## src/rtl/scene_byte_unpacker.sv

```systemverilog
// Byte-to-bit unpacker for scene loading: accepts packed voxel bytes and emits
// one addressed occupancy bit per handshake until the whole address space is covered.
module scene_byte_unpacker #(
  parameter int unsigned ADDR_BITS = 15,
  parameter bit          LSB_FIRST = 1'b1
) (
  input  logic                 clk,
  input  logic                 rst_n,
  input  logic                 load_mode,
  input  logic                 byte_valid,
  output logic                 byte_ready,
  input  logic [7:0]           byte_data,
  output logic                 out_valid,
  input  logic                 out_ready,
  output logic [ADDR_BITS-1:0] out_addr,
  output logic                 out_data,
  output logic                 busy,
  output logic                 done
);

  typedef enum logic [1:0] {
    ST_EMPTY = 2'd0,
    ST_SHIFT = 2'd1,
    ST_DONE  = 2'd2
  } state_e;

  state_e               state;
  state_e               state_nxt;
  logic [7:0]           shreg;
  logic [2:0]           idx;
  logic [ADDR_BITS-1:0] addr;

  logic last_addr;
  logic last_bit;
  logic out_hs;
  logic byte_hs;

  assign last_addr = (addr == {ADDR_BITS{1'b1}});
  assign last_bit  = (idx == 3'd7);
  assign out_hs    = out_valid && out_ready;
  assign byte_hs   = byte_valid && byte_ready;

  // State register
  always_ff @(posedge clk or negedge rst_n) begin
    if (!rst_n) begin
      state <= ST_EMPTY;
    end else begin
      state <= state_nxt;
    end
  end

  // Next-state logic; dropping load_mode always returns to EMPTY
  always_comb begin
    state_nxt = state;
    if (!load_mode) begin
      state_nxt = ST_EMPTY;
    end else begin
      case (state)
        ST_EMPTY: if (byte_hs) state_nxt = ST_SHIFT;
        ST_SHIFT: begin
          if (out_hs && last_bit) begin
            if (last_addr)    state_nxt = ST_DONE;
            else if (byte_hs) state_nxt = ST_SHIFT;
            else              state_nxt = ST_EMPTY;
          end
        end
        ST_DONE:  state_nxt = ST_DONE;
        default:  state_nxt = ST_EMPTY;
      endcase
    end
  end

  // Outputs decoded from registered state; byte_ready may reload on the final bit
  always_comb begin
    out_valid  = 1'b0;
    busy       = 1'b0;
    done       = 1'b0;
    byte_ready = 1'b0;
    out_addr   = addr;
    out_data   = LSB_FIRST ? shreg[idx] : shreg[3'd7 - idx];
    case (state)
      ST_EMPTY: byte_ready = load_mode;
      ST_SHIFT: begin
        out_valid  = 1'b1;
        busy       = 1'b1;
        byte_ready = load_mode && last_bit && out_ready && !last_addr;
      end
      ST_DONE:  done = 1'b1;
      default:  ;
    endcase
  end

  // Shift register, bit index and address counter
  always_ff @(posedge clk or negedge rst_n) begin
    if (!rst_n) begin
      shreg <= 8'h00;
      idx   <= 3'd0;
      addr  <= '0;
    end else if (!load_mode) begin
      shreg <= 8'h00;
      idx   <= 3'd0;
      addr  <= '0;
    end else begin
      if (byte_hs) begin
        shreg <= byte_data;
      end
      if (state == ST_EMPTY && byte_hs) begin
        idx <= 3'd0;
      end
      if (out_hs) begin
        addr <= addr + ADDR_BITS'(1);
        idx  <= idx + 3'd1;
      end
    end
  end

endmodule

```

## config.mk

```make
export PLATFORM = sky130hd
export DESIGN_NAME = scene_byte_unpacker
export DESIGN_NICKNAME = d
export VERILOG_FILES = /design/src/rtl/scene_byte_unpacker.sv
export SDC_FILE = /design/constraint.sdc
export NUM_CORES = 1
export LEC_CHECK = 0
export CELL_PAD_IN_SITES_DETAIL_PLACEMENT = 1
export CELL_PAD_IN_SITES_GLOBAL_PLACEMENT = 1
export CORE_MARGIN = 2
export CORE_UTILIZATION = 39
export CTS_BUF_LIST = sky130_fd_sc_hd__clkbuf_16
export DETAILED_ROUTE_END_ITERATION = 8
export PLACE_DENSITY_LB_ADDON = 0.1
export SKIP_LAST_GASP = 1
export SYNTH_ARGS = -nofsm -noshare
export SYNTH_HDL_FRONTEND = slang
export SYNTH_SLANG_ARGS = --single-unit
```

## constraint.sdc

```tcl
create_clock -name clk -period 3.92 [get_ports clk]
set_input_delay 0.784 -clock clk [delete_from_list [all_inputs] [get_ports clk]]
set_output_delay 0.784 -clock clk [all_outputs]
set_load 0.02 [all_outputs]
```

**After elaboration in Yosys (flattened, before gate mapping)**

Index checks and enable logic that the tools add are counted.
Widths: inputs -> output; s select.

- Logic and storage cells: 44
- Input port bits: 13
- Register bits: 28
- Output and inout bits: 20

- $lt $le $gt $ge: 1
- Eq/ne operators: 9
- Multiplexer cells: 18
- Reductions and logical operators: 10
- $add $sub $neg: 2

Operators with widths:

| kind | number |
|---|---|
| $mux 15 | 2 |
| $mux 8 | 2 |
| $add 15x1->15 const B | 1 |
| $eq 15x15->1 const B | 1 |
| $mux 3 | 3 |
| $mux 2 | 4 |
| $logic_and 1x1->1 | 7 |
| $ne 3x3->1 const B | 2 |
| $pmux 2 s3 | 1 |
| $lt 3x4->1 const B | 1 |
| $mux 1 | 4 |
| $ne 2x1->1 const B | 2 |
| $add 3x1->3 const B | 1 |
| $bmux 1 s3 | 1 |
| $eq 3x3->1 const B | 1 |
| $ne 3x1->1 const B | 1 |
| $eq 2x1->1 const B | 1 |
| $eq 2x2->1 const B | 1 |
| $logic_not 2->1 | 1 |
| $pmux 1 s2 | 1 |
| $reduce_and 2->1 | 1 |
| $logic_not 1->1 | 1 |

**Depth between registers and ports, before layout**

- Word-level depth: 11
- Depth in mapped cells: 6
- Depth with buffers taken out: 5

**Least setup slack after synthesis**

No wires, ideal clock.

- Path kind: register to output
- From: register addr[0] (netlist: out_addr[0])
- To: output port byte_ready
- Path slack: 1,360 ps
- Cell stages (with the launch flop): 5
- Required time: 3,136 ps
- Path buffers: 0
- Arrival: 1,776 ps
- Path through: dfrtp_1 -> ha_1 -> nand3_1 -> nor4_4 -> nor4b_1

- Cells in the longest elaborated chain, start to end: 4

RTL lines:

| what | line | RTL |
|---|---|---|
| start, declared | 31 | `logic [ADDR_BITS-1:0] addr;` |
| start signal, assigned | 111 | `addr <= addr + ADDR_BITS'(1);` |
| $eq 15x15->1 | 38 | `assign last_addr = (addr == {ADDR_BITS{1'b1}});` |
| $logic_not 1->1 | 86 | `byte_ready = load_mode && last_bit && out_ready && !last_addr;` |
| $logic_and 1x1->1 | 86 |  |
| $pmux 1 s2 | 81 | `case (state)` |
| end, declared | 11 | `output logic byte_ready,` |

No other way between the ends.

**Final worst setup path**

- From: input port out_ready
- To: output port byte_ready

- Cells in the longest elaborated chain, start to end: 3

RTL lines:

| what | line | RTL |
|---|---|---|
| start, declared | 14 | `input logic out_ready,` |
| $logic_and 1x1->1 (2 in a row) | 86 |  |
| $pmux 1 s2 | 81 |  |

No other way between the ends.

==> impl_metrics.env <==
export IMPL_status="finished, final reports clean"
export IMPL_syn_area_per_cell_um2=10.39
export IMPL_hpwl_um=2550
export IMPL_yosys_area_top_type="dfrtp_1"
export IMPL_power_leakage_nw=0.9153
export IMPL_gr_usage_all_layers_pct=19.40
export IMPL_worstPathRequired_ns=3.14
export IMPL_num_vias=1190
export IMPL_fp_dieW_um=67.00
export IMPL_synth_cell_types=35
export IMPL_p_per_area_mw_per_mm2=307.8
export IMPL_start_util_pct=41.34
export IMPL_regToRegStartpoint="out_addr[0]"
export IMPL_cts_clk_slew_worst_paths_ns=0.06
export IMPL_n_antenna_cell=0
export IMPL_synth_top_cell_area_share_pct=45.27
export IMPL_hold_path_depth=2
export IMPL_ff2ff_path_depth=6
export IMPL_min_path_type="flip-flop to flip-flop"
export IMPL_cts_buffer_depth=2
export IMPL_grt_max_degree=40
export IMPL_crit_top_cell="clkdlybuf4s50_1"
export IMPL_mostFrequentLayoutCell="clkdlybuf4s50_1"
export IMPL_hold_path_end="shreg[6]"
export IMPL_synth_area_mm2=0.001548
export IMPL_setup_slack_ns=0.6046
export IMPL_synth_edf_count=0
export IMPL_crit_fanout=5
export IMPL_layout_drive_gt1_share_pct=7.222
export IMPL_slowest_delay_ns=0.66
export IMPL_nets=197
export IMPL_grt_pass1_wl_um=6396
export IMPL_ir_drop_v=0.0001509
export IMPL_finClkSkew_ns=0.003930
export IMPL_syn_nets=165
export IMPL_multi_input_area_um2=798.3
export IMPL_synthCells=149
export IMPL_postCtsHoldBufs=0
export IMPL_endpoint_kind="output pin"
export IMPL_ioPinCount=33
export IMPL_arrival_ns=2.53
export IMPL_ys_seq_elements=28
export IMPL_ant_nets=0
export IMPL_max_cap_viol_count=0
export IMPL_synthFlopType="dfrtp_1"
export IMPL_dp_slack_ns=0.6267
export IMPL_core_mm2=0.003744
export IMPL_die_h_um=67.00
export IMPL_cts_resized=0
export IMPL_wl_per_cell_um=15.67
export IMPL_r2r_end="shreg[7]"
export IMPL_register_area_um2=700.7
export IMPL_fmax_mhz=301.6
export IMPL_worst_pin_slew_ns=0.3693
export IMPL_min_from="shreg[6]"
export IMPL_power_mw=0.6131
export IMPL_regToRegSetupSlack_ns=2.05
export IMPL_relSlewSlack_pct=75.38
export IMPL_gp_congestion=0.7541
export IMPL_routed_via_density=5.219
export IMPL_final_cell_mix="clkdlybuf4s50_1, dfrtp_1, nand2_1"
export IMPL_drtPass1Iterations=4
export IMPL_cts_tree="built"
export IMPL_root_buffer="clkbuf_16"
export IMPL_numPortBuffers=32
export IMPL_cts_buffers=3
export IMPL_critPathKind="input pin to output pin"
export IMPL_period_minus_slack_ns=3.315
export IMPL_critical_path_top_delay_family="buffers and inverters"
export IMPL_cp_start_kind="input pin"
export IMPL_grt_pass1_vias=1307
export IMPL_synthTopCellsByArea="dfrtp_1, mux2i_1, nand2_1"
export IMPL_rows=22
export IMPL_hold_slack_ns=0.5354
export IMPL_die_area_mm2=0.004488
export IMPL_slowest_stage="clkdlybuf4s50_1"
export IMPL_syn2layout_area_growth_pct=28.70
export IMPL_htreeDepth=1
export IMPL_hold_viol=0
export IMPL_clock_latency_ns=0.26
export IMPL_post_cts_buffers=0
export IMPL_drc_errors=0
export IMPL_ys_async_sr_fraction_pct=100.0
export IMPL_finalSetupViolCount=0
export IMPL_yosysWarnings=0
export IMPL_nFillCells=437
export IMPL_ys_seq_area_share_pct=45.27
export IMPL_grt_ovfl_total=0
export IMPL_tns_ns=0
export IMPL_drtIter0Drc=47
export IMPL_rsz0062_at_grt="no"
export IMPL_slew_violations=0
export IMPL_period_share_pct=84.58
export IMPL_cp_num_buf_inv=2
export IMPL_cts_sinks=28
export IMPL_utilization_pct=53.21
export IMPL_path_cells="clkdlybuf4s50_1 -> a21boi_0 -> nor4b_1 -> clkdlybuf4s50_1"
export IMPL_antenna_found_initial=0
export IMPL_wl_um=3573
layer usage:
| layer | global-route usage [%] | wire length, µm |
|---|---|---|
| met5 | 0 | 0 |
| met3 | 3.209 | 100 |
| met4 | 8.418 | 77 |
| met1 | 23.75 | 1511 |
| met2 | 33.38 | 1883 |
metrics by stage:
stage               area, µm²  instances
finish                   1992        228
global route             1992        228
global placement         1913        224
detailed placement       1913        224
floorplan                1548        149
CTS                      1992        228
state kept, by name (all words and copies together), names as in the netlist:
signal,count
idx,3
state,2
shreg,8
out_addr,15
synth_stat cells, types with 3 or more instances:
cell type,instances
a21boi_0,4
and2_1,10
clkbuf_1,4
dfrtp_1,28
ha_1,3
inv_1,3
mux2i_1,10
nand2_1,26
nand3_1,4
nand4_1,5
nor2b_1,6
nor3_1,5
nor4_1,4
xnor2_1,5
xor2_1,6
worst min-delay path, stage by stage (launching register included):
cell	delay, ns
dfrtp_1	0.38
nand2_1	0.07
mux2i_1	0.05
where the power goes:
group / internal [mW] / total, mW / switching [mW]
logic: 0.0374 / 0.0751 / 0.0378
clock network: 0.137 / 0.233 / 0.0965
registers: 0.297 / 0.305 / 0.00795
final cells by class:
cell class,count,share of cell area (%)
Multi-Input combinational cell,110,40.08
Sequential cell,28,35.18
Tap cell,48,3.015
Timing Repair Buffer,35,17.21
Clock inverter,1,0.1884
Inverter,3,0.5653
Clock buffer,3,3.769
worst max-delay path by stage:
stage	startpoint	end	slack (ns)	cells past startpoint
6_report	out_ready	byte_ready	0.60	4
5_1_grt	out_ready	byte_ready	0.48	4
4_1_cts	out_ready	byte_ready	0.61	4
3_5_place_dp	out_ready	byte_ready	0.63	4
3_3_place_gp	out_ready	byte_ready	0.69	4
2_1_floorplan	out_addr[0]	byte_ready	1.36	4
kinds of logic after synthesis:
group	count (synthesis)	share of synthesized area, %
XOR/XNOR	11	6.225
buffers and inverters	11	3.557
adder cells (fa/ha/maj)	3	2.425
AND/OR/NAND/NOR	72	27.24
AO/OA/AOI/OAI	11	5.173
multiplexers	13	10.11
flip-flops	28	45.27
No activity file was read; power rests on OpenSTA's default activity.
